<file path="src/rtl/mux_scan_nto1_pkg.sv">
// rtl/mux_scan_nto1_pkg.sv - shared types and width helper for the N:1 scan selector
package mux_scan_pkg;

  // Controller states: idle, holding a manual word, auto-scanning
  typedef enum logic [1:0] {
    IDLE = 2'd0,
    HOLD = 2'd1,
    SCAN = 2'd2
  } state_e;

  // Index width for n items; never below one bit so degenerate counts stay legal
  function automatic int sel_width(input int n);
    return (n > 1) ? $clog2(n) : 1;
  endfunction

endpackage

</file>
<file path="src/rtl/mux_scan_nto1_if.sv">
// rtl/mux_scan_nto1_if.sv - channel bus, control and output handshake bundle
interface mux_scan_nto1_if
  import mux_scan_pkg::*;
#(
  parameter int N = 16,
  parameter int W = 1
);

  localparam int SELW = sel_width(N);

  logic [N*W-1:0]  din;
  logic [SELW-1:0] sel;
  logic            mode;
  logic            start;
  logic            stop;
  logic [W-1:0]    out;
  logic            out_valid;
  logic            out_ready;
  logic [SELW-1:0] cur_sel;
  logic            busy;
  logic            err;

  // Driver of channels, requests and the consumer side
  modport master (
    output din, sel, mode, start, stop, out_ready,
    input  out, out_valid, cur_sel, busy, err
  );

  // The selector itself
  modport slave (
    input  din, sel, mode, start, stop, out_ready,
    output out, out_valid, cur_sel, busy, err
  );

endinterface

</file>
<file path="src/rtl/mux_scan_nto1_mux.sv">
// rtl/mux_scan_nto1_mux.sv - combinational N:1 slice selector, out-of-range index gives zero
module mux_nto1 #(
  parameter int N  = 16,
  parameter int W  = 1,
  parameter int IW = 4
) (
  input  logic [N*W-1:0] din_i,
  input  logic [IW-1:0]  idx_i,
  output logic [W-1:0]   y_o
);

  // Priority-free one-hot style select; indices N..2^IW-1 fall through to zero
  always_comb begin
    y_o = '0;
    for (int i = 0; i < N; i++) begin
      if (int'(idx_i) == i) begin
        y_o = din_i[i*W +: W];
      end
    end
  end

endmodule

</file>
<file path="src/rtl/mux_scan_nto1.sv">
// rtl/mux_scan_nto1.sv - N:1 channel selector with manual capture and round-robin scan
module mux_scan_nto1
  import mux_scan_pkg::*;
#(
  parameter int N     = 16,
  parameter int W     = 1,
  parameter int DWELL = 4
) (
  input  logic              clk,
  input  logic              rst,
  mux_scan_nto1_if.slave    bus
);

  localparam int SELW = sel_width(N);
  localparam int CNTW = sel_width(DWELL);

  state_e          state_q, state_d;
  logic [W-1:0]    out_q, out_d;
  logic            out_valid_q, out_valid_d;
  logic [SELW-1:0] cur_sel_q, cur_sel_d;
  logic [CNTW-1:0] cnt_q, cnt_d;
  logic            err_q, err_d;

  logic [SELW-1:0] mux_idx;
  logic [W-1:0]    mux_y;
  logic            xfer;
  logic            sel_oob;
  logic            dwell_done;
  logic            can_capture;

  // In IDLE the request select drives the mux; otherwise the scan pointer does
  assign mux_idx     = (state_q == IDLE) ? bus.sel : cur_sel_q;
  assign xfer        = out_valid_q & bus.out_ready;
  assign sel_oob     = int'(bus.sel) >= N;
  assign dwell_done  = int'(cnt_q) == (DWELL - 1);
  assign can_capture = !out_valid_q || bus.out_ready;

  mux_nto1 #(
    .N  (N),
    .W  (W),
    .IW (SELW)
  ) u_mux (
    .din_i (bus.din),
    .idx_i (mux_idx),
    .y_o   (mux_y)
  );

  // Next-state logic: FSM transitions, dwell counting, capture and handshake
  always_comb begin
    state_d     = state_q;
    out_d       = out_q;
    out_valid_d = out_valid_q;
    cur_sel_d   = cur_sel_q;
    cnt_d       = cnt_q;
    err_d       = 1'b0;

    // A consumed word drops valid unless a capture below refills it this cycle
    if (xfer) begin
      out_valid_d = 1'b0;
    end

    case (state_q)
      IDLE: begin
        if (!bus.stop && bus.start) begin
          if (sel_oob) begin
            err_d = 1'b1;
          end else if (!bus.mode) begin
            out_d       = mux_y;
            out_valid_d = 1'b1;
            cur_sel_d   = bus.sel;
            state_d     = HOLD;
          end else begin
            cur_sel_d = bus.sel;
            cnt_d     = '0;
            state_d   = SCAN;
          end
        end
      end

      HOLD: begin
        if (xfer) begin
          state_d = IDLE;
        end
      end

      SCAN: begin
        if (bus.stop) begin
          state_d = IDLE;
        end else if (dwell_done) begin
          // Stall with counter and pointer frozen while an unconsumed word blocks
          if (can_capture) begin
            out_d       = mux_y;
            out_valid_d = 1'b1;
            cur_sel_d   = (int'(cur_sel_q) == N - 1) ? '0 : cur_sel_q + 1'b1;
            cnt_d       = '0;
          end
        end else begin
          cnt_d = cnt_q + 1'b1;
        end
      end

      default: begin
        state_d = IDLE;
      end
    endcase
  end

  // State and output registers with synchronous reset that discards any pending word
  always_ff @(posedge clk) begin
    if (rst) begin
      state_q     <= IDLE;
      out_q       <= '0;
      out_valid_q <= 1'b0;
      cur_sel_q   <= '0;
      cnt_q       <= '0;
      err_q       <= 1'b0;
    end else begin
      state_q     <= state_d;
      out_q       <= out_d;
      out_valid_q <= out_valid_d;
      cur_sel_q   <= cur_sel_d;
      cnt_q       <= cnt_d;
      err_q       <= err_d;
    end
  end

  assign bus.out       = out_q;
  assign bus.out_valid = out_valid_q;
  assign bus.cur_sel   = cur_sel_q;
  assign bus.busy      = (state_q != IDLE);
  assign bus.err       = err_q;

endmodule

</file>
<file path="src/flat_wrapper.sv">
// flat-port wrapper written by rule: the top's interface ports become plain ports
module mux_scan_nto1_flat import mux_scan_pkg::*;
#(
  parameter int N     = 16,
  parameter int W     = 1,
  parameter int DWELL = 4
)
  (clk, rst, bus_din, bus_sel, bus_mode, bus_start, bus_stop, bus_out_ready, bus_out, bus_out_valid, bus_cur_sel, bus_busy, bus_err);
  mux_scan_nto1_if #(.N(N), .W(W)) bus_i ();
  input  logic clk;
  input  logic rst;
  input wire logic [$bits(bus_i.din)-1:0] bus_din;
  input wire logic [$bits(bus_i.sel)-1:0] bus_sel;
  input wire logic [$bits(bus_i.mode)-1:0] bus_mode;
  input wire logic [$bits(bus_i.start)-1:0] bus_start;
  input wire logic [$bits(bus_i.stop)-1:0] bus_stop;
  input wire logic [$bits(bus_i.out_ready)-1:0] bus_out_ready;
  output wire logic [$bits(bus_i.out)-1:0] bus_out;
  output wire logic [$bits(bus_i.out_valid)-1:0] bus_out_valid;
  output wire logic [$bits(bus_i.cur_sel)-1:0] bus_cur_sel;
  output wire logic [$bits(bus_i.busy)-1:0] bus_busy;
  output wire logic [$bits(bus_i.err)-1:0] bus_err;
  assign bus_i.din = bus_din;
  assign bus_i.sel = bus_sel;
  assign bus_i.mode = bus_mode;
  assign bus_i.start = bus_start;
  assign bus_i.stop = bus_stop;
  assign bus_i.out_ready = bus_out_ready;
  assign bus_out = bus_i.out;
  assign bus_out_valid = bus_i.out_valid;
  assign bus_cur_sel = bus_i.cur_sel;
  assign bus_busy = bus_i.busy;
  assign bus_err = bus_i.err;
  mux_scan_nto1 #(.N(N), .W(W), .DWELL(DWELL)) u_core (.clk(clk), .rst(rst), .bus(bus_i));
endmodule
</file>
<file path="config.mk">
export PLATFORM = sky130hd
export DESIGN_NAME = mux_scan_nto1_flat
export DESIGN_NICKNAME = d
export VERILOG_FILES = /design/src/rtl/mux_scan_nto1_pkg.sv /design/src/rtl/mux_scan_nto1_if.sv /design/src/rtl/mux_scan_nto1_mux.sv /design/src/rtl/mux_scan_nto1.sv /design/src/flat_wrapper.sv
export SDC_FILE = /design/constraint.sdc
export NUM_CORES = 1
export LEC_CHECK = 0
export BUFFER_PORTS_ARGS = -buffer_cell sky130_fd_sc_hd__buf_2
export CORE_MARGIN = 3
export CORE_UTILIZATION = 30
export CTS_CLUSTER_DIAMETER = 150
export DETAILED_ROUTE_END_ITERATION = 8
export GPL_TIMING_DRIVEN = 0
export SYNTH_ARGS = -nofsm -noshare
export SYNTH_HDL_FRONTEND = slang
export SYNTH_SLANG_ARGS = --single-unit
</file>
<file path="constraint.sdc">
create_clock -name clk -period 2 [get_ports clk]
set_input_delay 0.4 -clock clk [delete_from_list [all_inputs] [get_ports clk]]
set_output_delay 0.4 -clock clk [all_outputs]
set_load 0.005 [all_outputs]
</file>
Yosys cells after proc, flatten, opt, wreduce, memory -nomap -nowiden
Cells that the tools add are included.
{ "totals": {"reg_bits": 10, "input_bits": 26} }
{ "classes": {"reduce_logical": 12, "eq_ne": 28, "bitwise": 1, "add_sub_neg": 2, "n_mux": 47} }
{ "ops": {"columns": ["cell", "count"], "rows": [
  ["$eq A4 B4 Y1 const B", 8],
  ["$mux W1", 27],
  ["$mux W4", 6],
  ["$mux W2", 9],
  ["$eq A4 B3 Y1 const B", 4],
  ["$ne A2 B2 Y1 const B", 5],
  ["$reduce_and A5 Y1", 2],
  ["$eq A4 B1 Y1 const B", 2],
  ["$eq A4 B2 Y1 const B", 2],
  ["$pmux W4 S2", 1],
  ["$ne A2 B1 Y1 const B", 3],
  ["$pmux W2 S3", 1],
  ["$reduce_and A6 Y1", 1],
  ["$add A4 B1 Y4 const B", 1],
  ["$eq A2 B1 Y1 const B", 2],
  ["$logic_not A4 Y1", 1],
  ["$pmux W1 S2", 2],
  ["$pmux W2 S2", 1],
  ["$reduce_bool A2 Y1", 2],
  ["$ne A3 B3 Y1 const B", 1],
  ["$reduce_and A3 Y1", 1],
  ["$add A2 B1 Y2 const B", 1],
  ["$eq A2 B2 Y1 const B", 1],
  ["$logic_not A1 Y1", 2],
  ["other kinds (4)", 4]
]} }

Depth between registers and ports, before layout
Gate-level depths: netlist of run 1.
{ "logic_depth": {"depth_word": 23, "mapped_depth": 8} }

Hierarchy
A second synthesis of run 1 with hierarchy kept.
{ "unflattened": {"hier_cells": 91, "area_unflattened_um2": 798.3} }
{ "by_module_without_submodules": {"columns": ["mod", "cells_per_inst", "seq_area_each_um2", "n_inst", "area_per_inst_um2"], "rows": [
  ["mux_scan_nto1", 75, 200.2, 1, 628.1],
  ["mux_nto1", 16, 0.0, 1, 170.2]
]} }

Least setup slack after synthesis of run 1
No wires, ideal clock.
{ "synth_timing": {"path_type": "in2reg", "start": "in bus_sel[1]", "end": "reg u_core.out_q (netlist: u_core.bus.out)", "t_arrival_ns": 1.662, "setup_slack_ns": 0.202, "stages": 6, "required_ns": 1.863, "setup_ns": 0.137, "cell_sequence": "nor3b_1 > nor2_1 > mux2_1 > a221oi_1 > a221o_1 > a31oi_1"} }
{ "synth_between": {"elab_chain_len": 22, "elab_cells_between_ends": 39} }
{ "synth_lines": {"columns": ["item", "line", "source"], "rows": [
  ["start: declaration", "flat_wrapper.sv:13", "input wire logic [$bits(bus_i.sel)-1:0] bus_sel;"],
  ["$mux W4 (*)", "mux_scan_nto1.sv:32", "assign mux_idx = (state_q == IDLE) ? bus.sel : cur_sel_q;"],
  ["$logic_not A4 Y1", "mux_scan_nto1_mux.sv:16", "if (int'(idx_i) == i) begin"],
  ["$mux W1 (15 in a row)", "mux_scan_nto1_mux.sv:16", null],
  ["$mux W1 (*)", "mux_scan_nto1_mux.sv:16", null],
  ["$mux W1", "mux_scan_nto1.sv:91", "if (can_capture) begin"],
  ["$mux W1", "mux_scan_nto1.sv:89", "end else if (dwell_done) begin"],
  ["$mux W1", "mux_scan_nto1.sv:87", "if (bus.stop) begin"],
  ["$pmux W1 S2 (*)", "mux_scan_nto1.sv:62", "case (state_q)"],
  ["end signal: assignment", "mux_scan_nto1.sv:119", "out_q <= out_d;"],
  ["end: declaration", "mux_scan_nto1.sv:18", "logic [W-1:0] out_q, out_d;"]
]} }
Every way passes the cells marked *; elsewhere a longest branch is shown, timed or not. The select of a mux whose other input is x is not followed.
A chain may end at the register's enable or synchronous reset.

Final worst setup path of run 1
{ "layout_timing": {"start": "reg u_core.state_q[0]", "end": "reg u_core.out_q (netlist: u_core.bus.out)"} }
{ "layout_between": {"elab_chain_len": 23, "elab_cells_between_ends": 48} }
{ "layout_lines": {"columns": ["item", "line", "source"], "rows": [
  ["start: declaration", "mux_scan_nto1.sv:17", "state_e state_q, state_d;"],
  ["start signal: assignment", "mux_scan_nto1.sv:118", "state_q <= state_d;"],
  ["$logic_not A2 Y1", "mux_scan_nto1.sv:32, mux_scan_nto1.sv:62", null],
  ["$mux W4", "mux_scan_nto1.sv:32", null],
  ["$logic_not A4 Y1", "mux_scan_nto1_mux.sv:16", null],
  ["$mux W1 (16 in a row)", "mux_scan_nto1_mux.sv:16", null],
  ["$mux W1", "mux_scan_nto1.sv:91", null],
  ["$mux W1", "mux_scan_nto1.sv:89", null],
  ["$mux W1", "mux_scan_nto1.sv:87", null],
  ["$pmux W1 S2", "mux_scan_nto1.sv:62", null]
]} }
Several ways; a longest one is shown, not always the timed one. The select of a mux whose other input is x is not followed.

==> results.py, run 1 <==
metrics = {
    "status": {
        "status": "finished, final reports clean",
    },
    "timing": {
        "slew_violations": 0,
        "finalClockSkew_ns": 0.00692,
        "period_needed_ns": 1.89,
        "setup_viol_count_final": 0,
        "period_share": 0.946,
        "rsz0062_at_grt": "no",
        "hold_viol": 0,
        "max_freq_mhz": 529,
        "whs_ns": 0.348,
    },
    "global_route": {
        "grt_max_degree": 11,
        "globalRouteTotalUtil": 0.144,
        "antenna_found_initial": 0,
        "grt_pass1_vias": 900,
        "overflow": 0,
        "grt_pass1_wl_um": 3890,
    },
    "routing": {
        "vias_per_cell": 5.45,
        "drtPass1Iterations": 4,
        "num_vias": 981,
        "drt-total-wl_um": 2400,
        "ant_nets": 0,
        "avgRoutedWirePerCell_um": 13.3,
        "drt_iter0_markers": 53,
        "drc": 0,
    },
    "logic_synthesis": {
        "async_reset_ff_frac": 0,
        "synth_area_leader_cell": "dfxtp_1",
        "yosysMostFrequentCell": "nor2_1",
        "ys_ff_latch": 10,
        "synth_edf_count": 0,
        "syn_area_sq_um": 860,
        "yosysWarningCount": 0,
        "synth_commonest_cells": "13 x nor2_1, 12 x a21oi_1, 11 x nand2_1",
        "yosys-top-cells-area": "dfxtp_1 23%, a21oi_1 7.0%, nor2_1 5.7%",
        "synth_seq_area_share": 0.233,
        "synthCells": 116,
        "synth.distinct_cells": 50,
        "syn_nets": 144,
        "avgSynthCellArea_sq_um": 7.41,
        "synth_flop_cell": "dfxtp_1",
        "synth_top_area_frac": 0.233,
    },
    "worst_hold_path": {
        "holdPathEnd": "u_core.state_q[1]$_SDFFE_PP0P_",
        "min_from": "bus_stop",
        "worstHoldPathCells": 2,
        "hold_class": "input port to flop",
    },
    "worst_setup_path": {
        "required_ns": 2.20,
        "cp_num_buf_inv": 1,
        "slowest_stage": "dfxtp_1",
        "path_cells": "buf_4 -> o211a_1 -> o21bai_1 -> o311ai_1 -> a211o_1 -> a221o_1 -> a31oi_1",
        "path_delay_family": "compound AO/OA/AOI/OAI gates",
        "cp-start-kind": "flop",
        "crit_path_end_kind": "flop",
        "worst_r2r_endpoint": "u_core.bus.out$_SDFFE_PP0P_",
        "cp_slowest_stage_delay_ns": 0.36,
        "worstPathArrival_ns": 2.09,
        "crit_fanout": 10,
        "critPathKind": "flop to flop",
        "reg2reg_from": "u_core.state_q[0]$_SDFFE_PP0P_",
        "reg2reg_depth": 7,
        "rrSetupSlack_ns": 0.11,
    },
    "power": {
        "power_uw": 526,
        "ir_drop_mv": 0.338,
        "power.leakage_nw": 0.496,
        "powerDensity_nw_per_um2": 479,
    },
    "clocking": {
        "cts_tree": "yes",
        "path_clk_slew_ns": 0.07,
        "clk-insertion-delay-late_ns": 0.27,
        "cts.sinks": 10,
        "ctsResizeCount": 0,
        "cts_setup_buffers": 0,
        "clockBufferDepth": 2,
        "hold_buffers": 0,
        "cts_root_buf": "clkbuf_4",
        "cts-buffers-inserted": 3,
        "h-tree-depth": 1,
    },
    "floorplanning": {
        "die-area_sq_um": 3540,
        "rows": 18,
        "io_pins": 34,
        "die_h_um": 59.5,
        "die_x_um": 59.5,
        "start_util": 0.332,
        "coreArea_sq_um": 2590,
    },
    "cells_and_area": {
        "fin_nets": 180,
        "diodes": 0,
        "final_core_util": 0.424,
        "area_growth_pct": 27.8,
        "drive_gt1_frac": 0.327,
    },
    "placed_design": {
        "numPortBuffers": 31,
        "hpwlAfterDp_um": 1880,
        "gp_congestion": 0.857,
    },
    "run": {
        "maxCapViolations": 0,
    },
}
placed cells by master (no fill, tap or decap), types with 3 or more instances in the layout:
master / Yosys / routed
buf_2: 2 / 31
inv_1: 4 / 4
o21ai_0: 4 / 4
nor2_1: 13 / 12
clkbuf_4: 0 / 3
buf_4: 1 / 3
dfxtp_1: 10 / 9
mux2i_1: 4 / 3
nand2_1: 11 / 11
nor4_1: 3 / 3
a21oi_1: 12 / 12
kinds of logic after synthesis:
| kind of cell | after synthesis | synth area share |
|---|---|---|
| buffers and inverters | 10 | 0.0524 |
| AOI/OAI and AO/OA | 42 | 0.336 |
| other | 1 | 0.00436 |
| DFF | 10 | 0.233 |
| and+or+nand+nor | 46 | 0.285 |
| muxes | 5 | 0.0597 |
| adders and majority gates | 2 | 0.0291 |
through the flow:
stage | setup slack (ns) | cell area, sq um | TNS, ns | std cells
after floorplan | 0.202 | 860 | 0 | 116
after global placement | -0.106 | 1050 | -0.106 | 177
after detailed placement | -0.110 | 1050 | -0.110 | 177
after CTS | 0.0290 | 1070 | 0 | 180
after global routing | 0.00376 | 1100 | 0 | 180
final | 0.108 | 1100 | 0 | 180
worst reg2reg max path: cells and delay by family (launching register included):
family,cells,cell delay (ns)
AOI/OAI and AO/OA,6,1.29
DFF,1,0.36
buffers and inverters,1,0.19
power by group:
part	switching [mW]	internal, mW	leakage (nW)
clock network	0.0729	0.0696	0.0138
logic	0.0836	0.0786	0.400
registers	0.0140	0.207	0.0818
worst max path at each step:
stage                              startpoint                     endpoint  slack, ns  cells after the start
2_1_floorplan                      bus_sel[1]  u_core.bus.out$_SDFFE_PP0P_       0.20                      6
3_3_place_gp                       bus_sel[1]  u_core.bus.out$_SDFFE_PP0P_      -0.11                      7
3_5_place_dp                       bus_sel[1]  u_core.bus.out$_SDFFE_PP0P_      -0.11                      7
4_1_cts        u_core.state_q[1]$_SDFFE_PP0P_  u_core.bus.out$_SDFFE_PP0P_       0.03                      6
5_1_grt        u_core.state_q[0]$_SDFFE_PP0P_  u_core.bus.out$_SDFFE_PP0P_      0.004                      7
6_report       u_core.state_q[0]$_SDFFE_PP0P_  u_core.bus.out$_SDFFE_PP0P_       0.11                      7
routing by layer:
layer  vias to the layer above  wire, um  global-route usage
li1                        506         -                   -
met1                       442      1080               0.181
met2                        29      1140               0.229
met3                         4       142              0.0414
met4                         0        31              0.0570
met5                         -         0                   0
flip-flops by register name (all words and copies together) (netlist names):
| signal | cells |
|---|---|
| u_core.state_q | 2 |
| u_core.bus.out_valid | 1 |
| u_core.bus.cur_sel | 4 |
| u_core.cnt_q | 2 |
| u_core.bus.out | 1 |
final cells by class:
type	count	area, sq um
Clock buffer	3	22.5
Timing Repair Buffer	31	155
Buffer	6	36.3
Fill cell	274	1490
Multi-Input combinational cell	96	631
Sequential cell	10	201
Tap cell	30	37.5
Inverter	4	15.0
Note: power is estimated with default switching activity, not from simulation.
==> run 2, diff against run 1 <==
SETUP_SLACK_MARGIN = 0.4   (was not set)
SKIP_CTS_REPAIR_TIMING = 1   (was not set)
==> results.py, run 2 (synthesis results as in run 1) <==
metrics = {
    "clocking": {
        "cts-buffers-inserted": 3,
        "h-tree-depth": 1,
        "cts_root_buf": "clkbuf_4",
        "clockBufferDepth": 2,
        "path_clk_slew_ns": 0.08,
        "clk-insertion-delay-late_ns": 0.27,
        "cts.sinks": 10,
        "cts_tree": "yes",
    },
    "routing": {
        "ant_nets": 0,
        "avgRoutedWirePerCell_um": 14.0,
        "num_vias": 1013,
        "vias_per_cell": 5.45,
        "drtPass1Iterations": 5,
        "drt_iter0_markers": 28,
        "drt-total-wl_um": 2600,
        "drc": 0,
    },
    "worst_setup_path": {
        "path_delay_family": "compound AO/OA/AOI/OAI gates",
        "cp_num_buf_inv": 0,
        "path_cells": "or3b_4 -> nand2_4 -> o311ai_1 -> a211o_1 -> a221o_1 -> a31oi_1",
        "cp_slowest_stage_delay_ns": 0.42,
        "slowest_stage": "or3b_4",
        "required_ns": 2.20,
        "worstPathArrival_ns": 2.02,
        "crit_fanout": 6,
        "reg2reg_depth": 6,
        "critPathKind": "flop to flop",
        "worst_r2r_endpoint": "u_core.bus.out$_SDFFE_PP0P_",
        "cp-start-kind": "flop",
        "crit_path_end_kind": "flop",
        "rrSetupSlack_ns": 0.18,
        "reg2reg_from": "u_core.state_q[0]$_SDFFE_PP0P_",
    },
    "timing": {
        "timing.setup.tns_ns": 0,
        "period_share": 0.909,
        "finalClockSkew_ns": 0.00231,
        "hold_viol": 0,
        "period_needed_ns": 1.82,
        "rsz0062_at_grt": "yes",
        "slew_violations": 0,
        "worst_slack_ns": 0.182,
        "max_freq_mhz": 550,
        "setup_viol_count_final": 0,
    },
    "cells_and_area": {
        "layout_common_cells": "32 x buf_2, 12 x a21oi_1, 12 x nor2_1, 11 x nand2_1, 7 x dfxtp_1",
        "layout_commonest_cell": "buf_2",
        "final_cells": 186,
        "drive_gt1_frac": 0.385,
        "fin_nets": 185,
        "largest_register_ffs": 4,
        "diodes": 0,
        "fill_cells": 269,
        "area_growth_pct": 40.5,
    },
    "placed_design": {
        "numPortBuffers": 31,
        "hpwlAfterDp_um": 1930,
        "gp_congestion": 0.804,
        "place_inst": 177,
        "preCtsSetupSlack_ns": 0.0683,
    },
    "worst_hold_path": {
        "hold_class": "input port to flop",
        "holdPathEnd": "u_core.state_q[1]$_SDFFE_PP0P_",
        "worstHoldPathCells": 2,
        "min_from": "bus_stop",
    },
    "power": {
        "powerDensity_nw_per_um2": 489,
        "ir_drop_mv": 0.451,
        "power.leakage_nw": 0.545,
        "power_uw": 590,
    },
    "floorplanning": {
        "start_util": 0.332,
        "die_x_um": 59.5,
        "die_h_um": 59.5,
        "io_pins": 34,
        "die-area_sq_um": 3540,
        "coreArea_sq_um": 2590,
        "rows": 18,
    },
    "status": {
        "status": "finished, final reports clean",
    },
    "global_route": {
        "antenna_found_initial": 0,
        "grt_pass1_wl_um": 3940,
        "grt_max_degree": 11,
        "grt_pass1_vias": 948,
        "overflow": 0,
        "globalRouteTotalUtil": 0.143,
    },
    "run": {
        "maxCapViolations": 0,
    },
}
==> run 2: changes by cell type in the layout (fill, tap and decap cells not counted), moves of 2 or more <==
cell / before / now
buf_4: 3 / 6
buf_6: 0 / 2
dfxtp_1: 9 / 7
dfxtp_4: 0 / 2
nor2_2: 2 / 0
nor2_4: 0 / 2
==> run 2: how the worst max path moves through the flow <==
stage | startpoint | end | slack [ns] | depth (start not counted)
finish | u_core.state_q[0]$_SDFFE_PP0P_ | u_core.bus.out$_SDFFE_PP0P_ | 0.18 | 6
global route | u_core.state_q[0]$_SDFFE_PP0P_ | u_core.bus.out$_SDFFE_PP0P_ | 0.11 | 6
CTS | u_core.cnt_q[0]$_SDFFE_PP0P_ | u_core.bus.out$_SDFFE_PP0P_ | 0.12 | 8
detailed placement | bus_out_ready | u_core.bus.out$_SDFFE_PP0P_ | 0.07 | 8
global placement | bus_out_ready | u_core.bus.out$_SDFFE_PP0P_ | 0.05 | 8
floorplan | bus_sel[0] | u_core.bus.out$_SDFFE_PP0P_ | 0.27 | 6
==> run 2: final cells by class <==
| cell class | instances | area, sq um | share of cell area |
|---|---|---|---|
| Multi-Input combinational cell | 96 | 657 | 0.544 |
| Sequential cell | 10 | 209 | 0.173 |
| Timing Repair Buffer | 36 | 205 | 0.170 |
| Buffer | 6 | 47.5 | 0.0394 |
| Tap cell | 30 | 37.5 | 0.0311 |
| Clock buffer | 4 | 36.3 | 0.0301 |
| Inverter | 4 | 15.0 | 0.0124 |
==> run 2: per-layer routing <==
layer  track usage  wire, um  vias to the layer above
met5             0         0                        -
met3        0.0458       214                        0
met4        0.0222         0                        0
met1         0.180      1130                      455
li1              -         -                      520
met2         0.243      1260                       38
==> run 2: metrics by stage <==
stage,area [sq um],util,hold slack (ns)
floorplan,888,-,0.436
global placement,1080,0.417,0.447
detailed placement,1080,0.417,0.456
CTS,1120,0.431,0.330
global route,1210,0.466,0.344
finish,1210,0.466,0.338
==> run 2: report_power, final <==
part           leakage (nW)  internal, mW  switching (mW)
Clock                0.0210         0.111          0.0807
Sequential           0.0832         0.206          0.0154
Combinational         0.441        0.0893          0.0885
Total                 0.545         0.406           0.185
